**src/rtl/exec_sequencer.sv**
```systemverilog
// exec_sequencer: run/step sequencer between the debug command path and the CPU.
// It gates pipeline advance, issues pipeline flushes, tracks HALT retirement and
// counts the executed cycles.
//
// Optional feature: define EXEC_SEQ_BREAKPOINT_EN to add a single PC breakpoint
// (ports i_bp_valid, i_bp_addr, o_bp_hit). Without it, i_pc is unused.
//
// Ports:
//   i_clk, i_reset    clock, synchronous active-high reset
//   i_cmd_valid/i_cmd command handshake (00 FLUSH, 01 RUN, 10 STEP, 11 STOP)
//   o_cmd_ready       high in IDLE/RUN/DONE, low in STEP
//   i_halt_retired    HALT in WB this cycle (ignored unless RUN/STEP)
//   i_pc              current fetch PC (breakpoint compare only)
//   o_cpu_enable      pipeline/PC advance enable (decoded from state)
//   o_pipe_flush      one-cycle pipeline clear pulse
//   o_done            one-cycle pulse: step finished / HALT / breakpoint
//   o_state           00 IDLE, 01 RUN, 10 STEP, 11 DONE
//   o_cycle_count     saturating count of enabled cycles since last FLUSH
module exec_sequencer #(
  parameter int unsigned CYCLE_CNT_W = 32
) (
  input  logic                   i_clk,
  input  logic                   i_reset,
  input  logic                   i_cmd_valid,
  input  logic [1:0]             i_cmd,
  output logic                   o_cmd_ready,
  input  logic                   i_halt_retired,
  input  logic [31:0]            i_pc,
  output logic                   o_cpu_enable,
  output logic                   o_pipe_flush,
  output logic                   o_done,
  output logic [1:0]             o_state,
  output logic [CYCLE_CNT_W-1:0] o_cycle_count
`ifdef EXEC_SEQ_BREAKPOINT_EN
  ,
  input  logic                   i_bp_valid,
  input  logic [31:0]            i_bp_addr,
  output logic                   o_bp_hit
`endif
);

  typedef enum logic [1:0] {
    S_IDLE = 2'b00,
    S_RUN  = 2'b01,
    S_STEP = 2'b10,
    S_DONE = 2'b11
  } state_t;

  typedef enum logic [1:0] {
    CMD_FLUSH = 2'b00,
    CMD_RUN   = 2'b01,
    CMD_STEP  = 2'b10,
    CMD_STOP  = 2'b11
  } cmd_t;

  localparam logic [CYCLE_CNT_W-1:0] CNT_MAX = '1;

  state_t state;
  cmd_t   cmd;
  logic   run_or_step;
  logic   accept;
  logic   halt_evt;
  logic   bp_hit_c;
  logic   bp_take;

  assign cmd         = cmd_t'(i_cmd);
  assign run_or_step = (state == S_RUN) || (state == S_STEP);
  assign o_cmd_ready = (state != S_STEP);
  assign accept      = i_cmd_valid && o_cmd_ready;
  // A retiring HALT is honoured in RUN/STEP even when a breakpoint stalls fetch,
  // so halt takes priority over a coincident breakpoint hit.
  assign halt_evt    = i_halt_retired && run_or_step;
  assign bp_take     = bp_hit_c && !halt_evt;
  assign o_cpu_enable = run_or_step && !bp_hit_c;
  assign o_state     = state;

`ifdef EXEC_SEQ_BREAKPOINT_EN
  logic armed;

  // armed is cleared on entering RUN so a resume starts past the breakpoint PC.
  assign bp_hit_c = (state == S_RUN) && i_bp_valid && (i_pc == i_bp_addr) && armed;

  // Breakpoint arming and sticky hit flag.
  always_ff @(posedge i_clk) begin
    if (i_reset) begin
      armed    <= 1'b0;
      o_bp_hit <= 1'b0;
    end else begin
      if (state == S_IDLE && accept && cmd == CMD_RUN) begin
        armed <= 1'b0;
      end else if (state == S_RUN && o_cpu_enable) begin
        armed <= 1'b1;
      end
      if (bp_take) begin
        o_bp_hit <= 1'b1;
      end else if (accept) begin
        o_bp_hit <= 1'b0;
      end
    end
  end
`else
  logic unused_pc;

  assign bp_hit_c  = 1'b0;
  assign unused_pc = ^i_pc;
`endif

  // Sequencer state, pulses and cycle counter.
  always_ff @(posedge i_clk) begin
    if (i_reset) begin
      state         <= S_IDLE;
      o_pipe_flush  <= 1'b0;
      o_done        <= 1'b0;
      o_cycle_count <= '0;
    end else begin
      o_pipe_flush <= 1'b0;
      o_done       <= 1'b0;
      if (o_cpu_enable && (o_cycle_count != CNT_MAX)) begin
        o_cycle_count <= o_cycle_count + CYCLE_CNT_W'(1);
      end
      case (state)
        S_IDLE: begin
          if (accept) begin
            case (cmd)
              CMD_RUN:  state <= S_RUN;
              CMD_STEP: state <= S_STEP;
              CMD_FLUSH: begin
                o_pipe_flush  <= 1'b1;
                o_cycle_count <= '0;
              end
              default: ;
            endcase
          end
        end
        S_RUN: begin
          if (halt_evt) begin
            state  <= S_DONE;
            o_done <= 1'b1;
          end else if (bp_take) begin
            state  <= S_IDLE;
            o_done <= 1'b1;
          end else if (accept && cmd == CMD_STOP) begin
            state <= S_IDLE;
          end
        end
        S_STEP: begin
          // Exactly one enabled cycle, then report completion.
          state  <= halt_evt ? S_DONE : S_IDLE;
          o_done <= 1'b1;
        end
        S_DONE: begin
          if (accept && cmd == CMD_FLUSH) begin
            state         <= S_IDLE;
            o_pipe_flush  <= 1'b1;
            o_cycle_count <= '0;
          end
        end
        default: state <= S_IDLE;
      endcase
    end
  end

endmodule

```
**config.mk**
```make
export PLATFORM = sky130hd
export DESIGN_NAME = exec_sequencer
export DESIGN_NICKNAME = d
export VERILOG_FILES = /design/src/rtl/exec_sequencer.sv
export SDC_FILE = /design/constraint.sdc
export NUM_CORES = 1
export LEC_CHECK = 0
export ABC_AREA = 1
export CORE_UTILIZATION = 45
export DETAILED_ROUTE_END_ITERATION = 7
export PLACE_DENSITY_LB_ADDON = 0.25
export SLEW_MARGIN = 0
export SYNTH_ARGS = -nofsm -noshare
export SYNTH_HDL_FRONTEND = slang
export SYNTH_SLANG_ARGS = --single-unit
```
**constraint.sdc**
```tcl
create_clock -name i_clk -period 3 [get_ports i_clk]
set_clock_uncertainty 0.05 [all_clocks]
set_input_delay 0.3 -clock i_clk [delete_from_list [all_inputs] [get_ports i_clk]]
set_output_delay 0.3 -clock i_clk [all_outputs]
set_load 0.03 [all_outputs]
```
# --- Word level (Yosys, flattened, before mapping) ---
# Index checks and enable logic that the tools add are counted.
totals:
  register_bits: 36
  latchBits: 0
  mem_bits_rw: 0
  mem_bits_ro: 0
  in_bits: 38
  output_inout_bits: 38
  mem_count: 0
classes:
  addsub: 1
  multipliers: 0
  div: 0
  order_cmp: 0
  n_eq_ne: 12
  shifts: 0
  n_mux: 18
  bitwise: 0
  n_reduce_logical: 9
op_table:
  columns: ["op", "n"]
  rows:
  - ["two-way mux 32 bit", 4]
  - ["one-hot mux 32 bit (2 select lines)", 1]
  - ["adder 32 x 1 -> 32 bit (second input constant)", 1]
  - ["!= test 32 bit (second input constant)", 1]
  - ["two-way mux 2 bit", 5]
  - ["== test 2 bit (second input constant)", 4]
  - ["one-hot mux 2 bit (4 select lines)", 1]
  - ["!= test 2 bit (second input constant)", 3]
  - ["logical AND 1 bit", 5]
  - ["== test 2 x 1 -> 1 bit (second input constant)", 2]
  - ["zero test 2 bit", 2]
  - ["two-way mux 1 bit", 4]
  - ["one-hot mux 1 bit (2 select lines)", 2]
  - ["one-hot mux 2 bit (2 select lines)", 1]
  - ["AND reduction 4 bit", 1]
  - ["!= test 3 x 1 -> 1 bit (second input constant)", 1]
  - ["!= test 3 x 2 -> 1 bit (second input constant)", 1]
  - ["logical OR 1 bit", 1]

# --- Depth between registers and ports, before layout ---
# Gate-level depths: netlist (run 1).
depth:
  ltp_word: 7
  mapped_depth: 11

# --- Worst setup path after synthesis (run 1) ---
# OpenSTA, ideal clock, no wires.
synth_path:
  path_kind: "flip-flop to flip-flop"
  startpoint: "reg state[0], in the netlist o_state[0]"
  endpoint: "reg o_cycle_count[27]"
  setup_ps: 116
  t_arrival_ps: 2103
  required_ps: 2834
  slack_ps: 731
  stages_incl_launch_ff: 11
  period_less_slack_ps: 2269
  path_cell_list: "dfxtp_1 > inv_1 > ha_1 > buf_4 > nand4_1 > nor2_2 > nand2_1 > nor2_1 > nand3_2 > nand2_1 > nor2_1"
synth_via:
  elab_chain_len: 7
synth_rtl:
  columns: ["item", "line", "rtl"]
  rows:
  - ["from (decl)", "58", "state_t state;"]
  - ["from (signal assigned)", "148", "state <= halt_evt ? S_DONE : S_IDLE;"]
  - ["== test 2 x 1 -> 1 bit or == test 2 bit (tied branches)", "67", "assign run_or_step = (state == S_RUN) || (state == S_STEP);"]
  - ["logical OR 1 bit (*)", "67", null]
  - ["net o_cpu_enable", "29", "output logic o_cpu_enable,"]
  - ["logical AND 1 bit (*)", "118", "if (o_cpu_enable && (o_cycle_count != CNT_MAX)) begin"]
  - ["two-way mux 32 bit (*)", "118", null]
  - ["two-way mux 32 bit", "124", "case (cmd)"]
  - ["two-way mux 32 bit", "123", "if (accept) begin"]
  - ["one-hot mux 32 bit (2 select lines) (*)", "121", "case (state)"]
  - ["to (signal assigned)", "119", "o_cycle_count <= o_cycle_count + CYCLE_CNT_W'(1);"]
  - ["to (decl)", "33", "output logic [CYCLE_CNT_W-1:0] o_cycle_count"]
# The timed path passes the listed nets; every way through them passes the cells marked *.
# A chain may end at the register's enable or synchronous reset.

# --- Worst setup path after layout (run 1) ---
layout_path:
  startpoint: "reg state[0], in the netlist o_state[0]"
  endpoint: "out o_cpu_enable"
layout_via:
  elab_chain_len: 2
layout_rtl:
  columns: ["item", "line"]
  rows:
  - ["== test 2 x 1 -> 1 bit or == test 2 bit (tied branches)", "67"]
  - ["logical OR 1 bit (*)", "67"]
  - ["to (decl)", "29"]
# Every way passes the cells marked *; elsewhere a longest branch is shown, timed or not.

==> metrics.yaml, run 1 <==
worst_setup_path:
  r2r_end: "o_cycle_count[25]"
  reg2reg_depth: 9
  r2r_slack_ns: 0.72
  startpoint: "o_state[0]"
  crit_path_max_incr_delay_ns: 0.75
  crit_family: "buffers and inverters"
  cp_max_fo: 12
  worst_ep_required_time_ns: 2.65
  cp.arrival_ns: 2.07
  worst-path-buf-inv: 2
  slowest_stage: "clkdlybuf4s50_1"
  r2r-start: "o_state[0]"
  crit_path_cell_trace: "inv_1, ha_1, clkdlybuf4s50_1"
  cp-end-kind: "output port"
  setup.worst_path.class: "reg2out"
  cp-start-kind: "flop"
timing:
  hold_violations: 0
  finalSetupViolCount: 0
  relSlewSlack: 0.5242
  worstMarginPinSlew_ns: 0.7137
  rsz0062_at_grt: "false"
  fmax_ghz: 0.4128
  finalMaxSlewViolations: 0
  fin_crit_ns: 2.423
  tns_ns: 0
  finalCritPeriodShare: 0.8075
cells_and_area:
  finalCoreUtilization: 0.5894
  final_common_cell: "nand2_1"
  drive_gt1_frac: 0.09181
  final_cell_mix: "88 x nand2_1, 82 x nor2_1, 43 x clkdlybuf4s50_1, 36 x dfxtp_1, 35 x inv_1"
  design_area_sq_mm: 0.002839
  instances_no_fill: 470
  area_growth_pct: 23.58
  fin_nets: 446
  diodes: 0
  fillers: 488
synth:
  avgSynthCellArea_sq_um: 6.363
  ys_seq_elements: 36
  ys_seq_area_frac: 0.3137
  synth_area_sq_mm: 0.002297
  ys_types: 22
  syn_nets: 404
  synthCells: 361
  yosys_warnings: 0
clock_tree:
  htreeDepth: 2
  cts_buffer_depth: 2
  holdBufCountCts: 0
  post_cts_resized: 0
  cts_sinks: 36
  cts_tree: "done"
  cts_buffers: 5
  cts_root_buffer: "clkbuf_8"
  clk_latency_ns: 0.29
  post-cts-setup-buffers: 0
  clk_pin_slew_ns: 0.07
place:
  placed_cell_area_sq_mm: 0.002743
  gp_congestion: 0.8283
  port_buffers: 43
  place_inst: 463
  place_hpwl_um: 3816
floorplan:
  io_pins: 76
  die_y_um: 73.45
  die-width_um: 73.45
  start_util: 0.4769
  core_area_sq_mm: 0.004817
  fp.dieArea_sq_mm: 0.005395
  std_cell_rows: 25
min_path:
  holdPathStages: 2
  hold_path.class: "reg2reg"
  worstHoldEndpoint: "o_cycle_count[31]"
  min_from: "o_cycle_count[31]"
grt:
  grt_pass1_vias: 2004
  global_route.overflow_total: 0
  antenna_found_initial: 0
  grt_start_max_net_pins: 61
  grt_use_total: 0.2049
  grt_pass1_wl_um: 8611
status:
  status: "complete, no violations"
route:
  wl_per_cell_um: 11.13
  drtPass1Iterations: 4
  drcViolationCount: 0
  viasPerCell: 5.062
  routed_wl_um: 5231
  postRouteAntennaNets: 0
  initialDrtViolationCount: 141
  route.vias.total: 2379
power_and_ir_drop:
  power.leakage_uw: 0.001008
  p_per_area_mw_per_mm2: 509.9
  total_power_uw: 1448
  irDropWorstVdd_v: 0.0005400
flow_run:
  cap_viol_max_count: 0
cell type report:
type / count / area, sq um / share of cell area
clock buffer: 7 / 96.34 / 0.03394
inverter: 35 / 131.4 / 0.04628
multi-input combinational: 280 / 1361 / 0.4795
sequential: 36 / 720.7 / 0.2539
tap: 67 / 83.83 / 0.02953
timing repair buffer: 45 / 445.4 / 0.1569
synthesized netlist by cell type, drive strengths merged:
cell	instances	area [sq um]
a21oi	33	168.9
dfxtp	36	720.7
nand2	91	349.1
nor3	4	20.02
nand3	42	297.8
o21ai	4	20.01
nand4	9	56.30
ha	5	62.56
nor2	90	372.9
buf	10	83.83
inv	35	131.4
nand3b	1	7.510
and2	1	6.260
power by group:
part | switching, uW | total, uW | internal, uW
Sequential | 27.2 | 530 | 502
Combinational | 340 | 539 | 198
Clock | 175 | 379 | 205
Total | 542 | 1450 | 905
per-layer routing:
layer	vias to the layer above	track usage	routed length, um
met2	53	0.3384	2393
met3	6	0.04527	236
met5	-	0	0
met4	0	0.06838	70
li1	1239	-	-
met1	1081	0.2635	2531
logic make-up after synthesis:
logic type,Yosys count,synth area share
buffers and inverters,45,0.09368
AND/OR/NAND/NOR,238,0.4831
AO/OA/AOI/OAI,37,0.08224
flip-flops,36,0.3137
adder cells (fa/ha/maj),5,0.02723
sequential cells by signal, summed over array words and instances, names as in the netlist:
signal and flops:
o_done 1, o_pipe_flush 1, o_cycle_count 32, o_state 2
through the flow:
step / hold slack, ns / setup slack, ns
4_1_cts: 0.5113 / 0.5732
2_1_floorplan: 0.3268 / 0.7308
3_5_place_dp: 0.4960 / 0.7448
5_1_grt: 0.5281 / 0.5028
6_report: 0.5077 / 0.5775
3_3_place_gp: 0.4871 / 0.7596
worst max-delay path by stage:
stage	cells past startpoint	endpoint
floorplan	10	o_cycle_count[27]
global placement	9	o_cycle_count[25]
detailed placement	9	o_cycle_count[25]
finish	3	o_cpu_enable
global route	3	o_cpu_enable
CTS	3	o_cpu_enable
worst register-to-register path, stage by stage (launching register included):
cell and delay, ns:
dfxtp_1 0.38, inv_1 0.10, ha_1 0.55, nand4_1 0.25, nor2_1 0.22, nand2_1 0.15, nor2_1 0.27, nand3_2 0.09
nand2_1 0.08, nor2_1 0.04
Power figures use the tool's default switching activity.
==> run 2, diff against run 1 <==
==> constraint.sdc (replaced) <==
create_clock -name i_clk -period 2.25 [get_ports i_clk]
set_clock_uncertainty 0.05 [all_clocks]
set_input_delay 0.225 -clock i_clk [delete_from_list [all_inputs] [get_ports i_clk]]
set_output_delay 0.225 -clock i_clk [all_outputs]
set_load 0.03 [all_outputs]
==> metrics.yaml, run 2 (same netlist as run 1, synthesis figures left out) <==
status:
  status: "complete, no violations"
grt:
  grt_use_met3: 0.02881
  grt_pass1_vias: 2033
  grt_util_met2: 0.3537
  busiest_layer: "met2"
  grtUsageMet1: 0.2662
  grt_pass1_wl_um: 8832
  grt_start_max_net_pins: 33
  antenna_found_initial: 0
  global_route.overflow_total: 0
  grt_use_total: 0.2088
place:
  preCtsSetupSlack_ns: 0.1406
  gp_congestion: 0.8041
  place_hpwl_um: 3972
  port_buffers: 43
power_and_ir_drop:
  p_per_area_mw_per_mm2: 677.7
  irDropWorstVdd_v: 0.0006313
  power.leakage_uw: 0.001038
timing:
  hold_violations: 0
  rsz0062_at_grt: "true"
  fin_ws_ns: 0.1535
  relSlewSlack: 0.7844
  finalMaxSlewViolations: 0
  worstMarginPinSlew_ns: 0.3224
  tns_ns: 0
  finalSetupViolCount: 0
  hold-worst-slack_ns: 0.5053
  fmax_ghz: 0.4770
  fin_crit_ns: 2.096
  finalCritPeriodShare: 0.9318
worst_setup_path:
  crit_family: "simple AND/OR/NAND/NOR gates"
  setup.worst_path.class: "reg2reg"
  cp-start-kind: "flop"
  cp-end-kind: "flop"
  slowest_stage: "ha_2"
  cp.arrival_ns: 2.24
  worst_ep_required_time_ns: 2.39
  startpoint: "o_state[0]"
  worst-path-buf-inv: 1
  crit_path_cell_trace: "inv_1, ha_2, nand4_1, nor2_2, nand2_1, nor2_1, nand3_2, nand2_1, nor2_1"
  r2r-start: "o_state[0]"
  crit_path_max_incr_delay_ns: 0.42
  cp_max_fo: 8
cells_and_area:
  final_cell_mix: "88 x nand2_1, 79 x nor2_1, 42 x clkdlybuf4s50_1, 36 x dfxtp_1, 35 x inv_1"
  diodes: 0
  final_common_cell: "nand2_1"
  area_growth_pct: 25.93
  multi_input_area_sq_mm: 0.001371
  finalCoreUtilization: 0.6005
  regMostFlops: "o_cycle_count"
  fillers: 490
  largest_reg_flops: 32
  regArea_sq_um: 720.7
  drive_gt1_frac: 0.1057
  fin_nets: 449
floorplan:
  core_area_sq_mm: 0.004817
  std_cell_rows: 25
  fp.dieArea_sq_mm: 0.005395
  die-width_um: 73.45
  io_pins: 76
  die_y_um: 73.45
  start_util: 0.4769
route:
  routed_wl_um: 5301
  initialDrtViolationCount: 133
  wl_per_cell_um: 11.18
  drtPass1Iterations: 5
  drcViolationCount: 0
  viasPerCell: 5.049
  postRouteAntennaNets: 0
  route.vias.total: 2393
min_path:
  min_from: "o_cycle_count[8]"
  hold_path.class: "reg2reg"
clock_tree:
  clk_pin_slew_ns: 0.07
  clk_latency_ns: 0.29
  htreeDepth: 2
  cts_buffers: 5
  cts_tree: "done"
  cts_sinks: 36
  cts_buffer_depth: 2
  post-cts-setup-buffers: 0
  cts_root_buffer: "clkbuf_8"
flow_run:
  cap_viol_max_count: 0
[run 2: cell types whose count changed in the layout (fill, tap and decap cells not counted), sizes merged]
cell	previous run	this run
clkbuf	7	8
buf	2	5
dlymetal6s2s	0	1
clkdlybuf4s50	43	42
[run 2: timing repair]
| item | CTS | global route |
|---|---|---|
| setup endpoints to repair | 0 | 4 |
| gates resized for setup | 0 | 4 |
| hold buffers | 0 | 0 |
[run 2: worst paths after layout]
path              slack, ns           endpoint  cells past startpoint
hold reg to reg        0.51   o_cycle_count[8]                      2
hold / removal         0.51   o_cycle_count[8]                      2
setup reg to reg       0.15  o_cycle_count[31]                      9
setup / recovery       0.15  o_cycle_count[31]                      9
[run 2: cell type report]
type | instances | share of cell area
Timing Repair Buffer | 48 | 0.1713
Sequential cell | 36 | 0.2491
Multi-Input combinational cell | 280 | 0.4741
Clock buffer | 8 | 0.03114
Tap cell | 67 | 0.02898
Inverter | 35 | 0.04542
[run 2: routing by layer]
metal  share of wire  routed length, um
met5               0                  0
met4           0.015                 81
met3           0.046                245
met2            0.47               2482
met1            0.47               2491
[run 2: report_power, final]
part,internal [uW],switching (uW)
Combinational,312,460
Clock,250,233
Sequential,670,36.6
[run 2: worst reg2reg max path, delay by kind of cell, from the launching register on]
| kind | cells | cell delay (ns) |
|---|---|---|
| and+or+nand+nor | 7 | 1.02 |
| adders and majority gates | 1 | 0.42 |
| DFF | 1 | 0.39 |
| buffers and inverters | 1 | 0.10 |
[run 2: through the flow]
stage	total power [uW]	instances	cell area [sq um]
after floorplan	1254	361	2300
after global placement	1480	466	2793
after detailed placement	1500	466	2793
after CTS	1983	474	2883
after global routing	2087	474	2893
final	1960	474	2893
==> run 3, diff against run 2 <==
--- a/config.mk
+++ b/config.mk
@@ -7,6 +7,8 @@
 export LEC_CHECK = 0
 export ABC_AREA = 1
 export CORE_UTILIZATION = 45
+export CTS_BUF_LIST = sky130_fd_sc_hd__clkbuf_4 sky130_fd_sc_hd__clkbuf_8
+export CTS_CLUSTER_DIAMETER = 120
 export DETAILED_ROUTE_END_ITERATION = 7
 export PLACE_DENSITY_LB_ADDON = 0.25
 export SLEW_MARGIN = 0
==> constraint.sdc (replaced) <==
create_clock -name i_clk -period 2.1 [get_ports i_clk]
set_clock_uncertainty 0.05 [all_clocks]
set_input_delay 0.21 -clock i_clk [delete_from_list [all_inputs] [get_ports i_clk]]
set_output_delay 0.21 -clock i_clk [all_outputs]
set_load 0.03 [all_outputs]
==> metrics.yaml, run 3 (same netlist as run 1, synthesis figures left out) <==
status:
  status: "complete, no violations"
cells_and_area:
  drive_gt1_frac: 0.1125
  final_common_cell: "nand2_1"
  largest_reg_flops: 32
  area_growth_pct: 26.69
  regMostFlops: "o_cycle_count"
  fin_nets: 451
  instances_no_fill: 476
  final_cell_mix: "88 x nand2_1, 82 x nor2_1, 42 x clkdlybuf4s50_1, 35 x inv_1, 34 x dfxtp_1"
  diodes: 0
  finalCoreUtilization: 0.6042
power_and_ir_drop:
  irDropWorstVdd_v: 0.0007703
  p_sw_frac: 0.3671
  comb_power_share: 0.392
  intPower_uw: 1363
  power.leakage_uw: 0.001058
  p_switching_uw: 790.8
  power_frac_seq: 0.353
  p_per_area_mw_per_mm2: 740.1
  pwr-share-clk: 0.255
  total_power_uw: 2154
route:
  route.vias.total: 2353
  postRouteAntennaNets: 0
  drtPass1Iterations: 4
  drcViolationCount: 0
  viasPerCell: 4.943
  initialDrtViolationCount: 150
  wl_per_cell_um: 11.45
  routed_wl_um: 5449
worst_setup_path:
  cp_max_fo: 7
  cp.arrival_ns: 2.12
  crit_path_cell_trace: "inv_1, ha_2, nand4_1, nor2_2, nand2_1, nor2_1, nand3_2, nand2_1, nor2_1"
  crit_family: "simple AND/OR/NAND/NOR gates"
  cp-start-kind: "flop"
  reg2reg_depth: 9
  cp-end-kind: "flop"
  r2r_end: "o_cycle_count[31]"
  crit_path_max_incr_delay_ns: 0.40
  worst_ep_required_time_ns: 2.24
  setup.worst_path.class: "reg2reg"
  r2r_slack_ns: 0.12
  r2r-start: "o_state[1]"
  slowest_stage: "ha_2"
  worst-path-buf-inv: 1
min_path:
  min_from: "o_cycle_count[31]"
  hold_path.class: "reg2reg"
  worstHoldEndpoint: "o_cycle_count[31]"
  holdPathStages: 2
place:
  place_inst: 468
  place_hpwl_um: 3978
  port_buffers: 43
  gp_congestion: 0.8635
clock_tree:
  cts_tree: "done"
  htreeDepth: 2
  cts_buffer_depth: 2
  cts_buffers: 5
  holdBufCountCts: 0
  clk_pin_slew_ns: 0.07
  cts_sinks: 36
  cts_root_buffer: "clkbuf_8"
  clk_latency_ns: 0.30
timing:
  fin_crit_ns: 1.977
  relSlewSlack: 0.7884
  finalCritPeriodShare: 0.9414
  finalSetupViolCount: 0
  worstMarginPinSlew_ns: 0.3164
  fmax_ghz: 0.5058
  rsz0062_at_grt: "true"
  hold_violations: 0
  finalMaxSlewViolations: 0
  hold-worst-slack_ns: 0.5006
floorplan:
  core_area_sq_mm: 0.004817
  die-width_um: 73.45
  std_cell_rows: 25
  start_util: 0.4769
  io_pins: 76
  die_y_um: 73.45
  fp.dieArea_sq_mm: 0.005395
flow_run:
  cap_viol_max_count: 0
grt:
  global_route.overflow_total: 0
  grt_pass1_wl_um: 8742
  grt_pass1_vias: 1959
  grt_use_total: 0.2120
  antenna_found_initial: 0
  grt_start_max_net_pins: 46
## run 3: cell types whose count changed in the layout (fill, tap and decap cells not counted), sizes merged
cell / before / now
buf: 5 / 7
## run 3: metrics by stage
| step | setup WS [ns] | cell area, sq um | TNS, ns |
|---|---|---|---|
| 6_report | 0.1230 | 2910 | 0 |
| 5_1_grt | -0.007726 | 2910 | -0.007726 |
| 4_1_cts | 0.009543 | 2908 | 0 |
| 3_5_place_dp | 0.1318 | 2810 | 0 |
| 3_3_place_gp | 0.1589 | 2810 | 0 |
| 2_1_floorplan | 0.03892 | 2302 | 0 |
## run 3: tightest hold or removal path: stages (launching register included)
cell and delay, ns:
dfxtp_1 0.34, a21oi_1 0.12, nor2_1 0.05
## run 3: metal layers
layer,track usage,wire (um),vias up
met5,0,0,-
met4,0.09188,106,0
met3,0.04115,202,10
met2,0.3435,2486,47
met1,0.2731,2653,1049
li1,-,-,1247
## run 3: power groups by stage
stage / clock network [uW] / logic, uW / registers [uW]
after floorplan: 0 / 510 / 837
after global placement: 0 / 834 / 775
after detailed placement: 0 / 846 / 775
after CTS: 558 / 851 / 761
after global routing: 577 / 928 / 766
final: 548 / 845 / 760
## run 3: how the worst max path moves through the flow
stage	from	to	slack [ns]	cells after the start
2_1_floorplan	o_state[1]	o_cycle_count[27]	0.04	10
3_3_place_gp	o_state[0]	o_cycle_count[31]	0.16	9
3_5_place_dp	o_state[0]	o_cycle_count[31]	0.13	9
4_1_cts	o_state[1]	o_cpu_enable	0.01	3
5_1_grt	o_state[1]	o_cycle_count[31]	-0.008	9
6_report	o_state[1]	o_cycle_count[31]	0.12	9
## run 3: repair_timing
| item | in CTS | in global routing |
|---|---|---|
| setup endpoints to repair | 0 | 2 |
| resized for setup | 0 | 1 |
| buffers inserted | 0 | 0 |
| endpoints found under the hold margin | 0 | 0 |
## run 3: final cells by class
cell class | instances | area, sq um
Fill cell | 474 | 1907
Multi-Input combinational cell | 280 | 1364
Sequential cell | 36 | 723.2
Timing Repair Buffer | 50 | 510.5
Inverter | 35 | 131.4
Clock buffer | 8 | 97.59
Tap cell | 67 | 83.83
==> edit (settings of run 3) <==
The parameter `CYCLE_CNT_W` goes from 32 to 16.
--- a/src/rtl/exec_sequencer.sv
+++ b/src/rtl/exec_sequencer.sv
@@ -17,7 +17,7 @@
 //   o_state           00 IDLE, 01 RUN, 10 STEP, 11 DONE
 //   o_cycle_count     saturating count of enabled cycles since last FLUSH
 module exec_sequencer #(
-  parameter int unsigned CYCLE_CNT_W = 32
+  parameter int unsigned CYCLE_CNT_W = 16
 ) (
   input  logic                   i_clk,
   input  logic                   i_reset,
Interface: changed (resized o_cycle_count); port bits go from 76 to 60. The function was not compared with the original's and may differ.
==> edit against run 3 <==
- power decreased by 22%
- synthesized area decreased by 43%
- routed wire length decreased by 52%
- sequential cell count decreased by 16
- cell area decreased by 43%
- global-route usage decreased by 3.1 points
- setup slack improved by 78 ps
- via count decreased by 44%
- utilization decreased by 0.66 points
==> edit: results (changes against run 3) <==
[routing]
dr_wl_met2_um=1138  ; -54%
drt-met1-wl_um=1391  ; -48%
drt_iter0_drc=35  ; -77%
wl_um=2628  ; -52%
avgRoutedWirePerCell_um=9.843  ; -14%
wl_met3_um=76  ; -62%

[yosys]
synth_compound_area_share_pct=7.088  ; -1.1 points
synth.area.top_cells=dfxtp_1, nand2_1, nor2_1
avgSynthCellArea_um2=6.310  ; -0.83%
post_synth_fa_ha_maj_area_fraction_pct=4.789  ; +2.1 points
seq_area_frac_synth_pct=30.65  ; -0.72 points
syn-num-nets=250  ; -38%
yosys-top-cells-count=nand2_1, nor2_1, inv_1, nand3_1, dfxtp_1

[hold_path]
whs_endpoint=o_done
worstHoldPathType=in2reg
min_from=i_reset

[final_layout]
fin_nets=280  ; -38%
layout-drive-gt1-share_pct=7.627  ; -3.6 points
nFillCells=271  ; -43%
fin_area_um2=1648  ; -43%
largest_register_ffs=16  ; -50%

[placed_design]
port_buffers=27  ; -37%
gp_congestion=0.8315  ; -3.7%
dp_worst_setup_slack_ps=285.7  ; +153.9 ps
hpwl_um=2010  ; -49%
place_inst=263  ; -44%

[worst_setup_path]
r2r_cells=8  ; -1
r2r-end=o_cycle_count[14]
crit_path_max_incr_delay_ps=440  ; +40 ps
crit_family=buffers and inverters
cp.arrival_ps=1640  ; -480 ps
slowest_stage=ha_1

[power_and_ir_drop]
ir_worst_vdd_uv=1159  ; +50%
power.leakage_nw=0.7011  ; -34%

[grt]
grt_max_degree=24  ; -48%
globalRouteMet1Util_pct=25.73  ; -1.6 points
grt_pass1_vias=1114  ; -43%
gr-usage-met2_pct=28.06  ; -6.3 points

[timing]
worst_slew_pin_slew_ps=336.6  ; +20.12 ps
hold_ws_ps=471.6  ; -28.96 ps

[outcome]
outcome=finished, final reports clean

[cts]
htree_levels=1  ; -1
post_cts_resized=1  ; +1
cts_buffers=3  ; -2
cts-root-buf=clkbuf_4

[edit: worst max path at each step]
stage / from / end / slack (ps) / depth (start not counted)
2_1_floorplan: o_state[0] / o_cycle_count[10] / 120 / 10
3_3_place_gp: o_state[1] / o_cpu_enable / 290 / 3
3_5_place_dp: o_state[0] / o_cpu_enable / 290 / 3
4_1_cts: o_state[0] / o_cmd_ready / 80 / 4
5_1_grt: o_state[1] / o_cpu_enable / 150 / 3
6_report: o_state[1] / o_cpu_enable / 200 / 3
[edit: cell type report]
type	instances	area share, %
Sequential cell	20	24.45
Timing Repair Buffer	29	17.39
Inverter	26	5.923
Clock buffer	3	1.367
Clock inverter	1	1.822
Multi-Input combinational cell	157	46.70
Tap cell	31	2.354
[edit: power by group through the flow]
stage,logic (mW),registers [mW],clock network (mW)
after floorplan,0.598,0.535,0
after global placement,0.898,0.470,0
after detailed placement,0.909,0.471,0
after CTS,0.899,0.463,0.333
after global routing,0.995,0.468,0.345
final,0.901,0.462,0.322
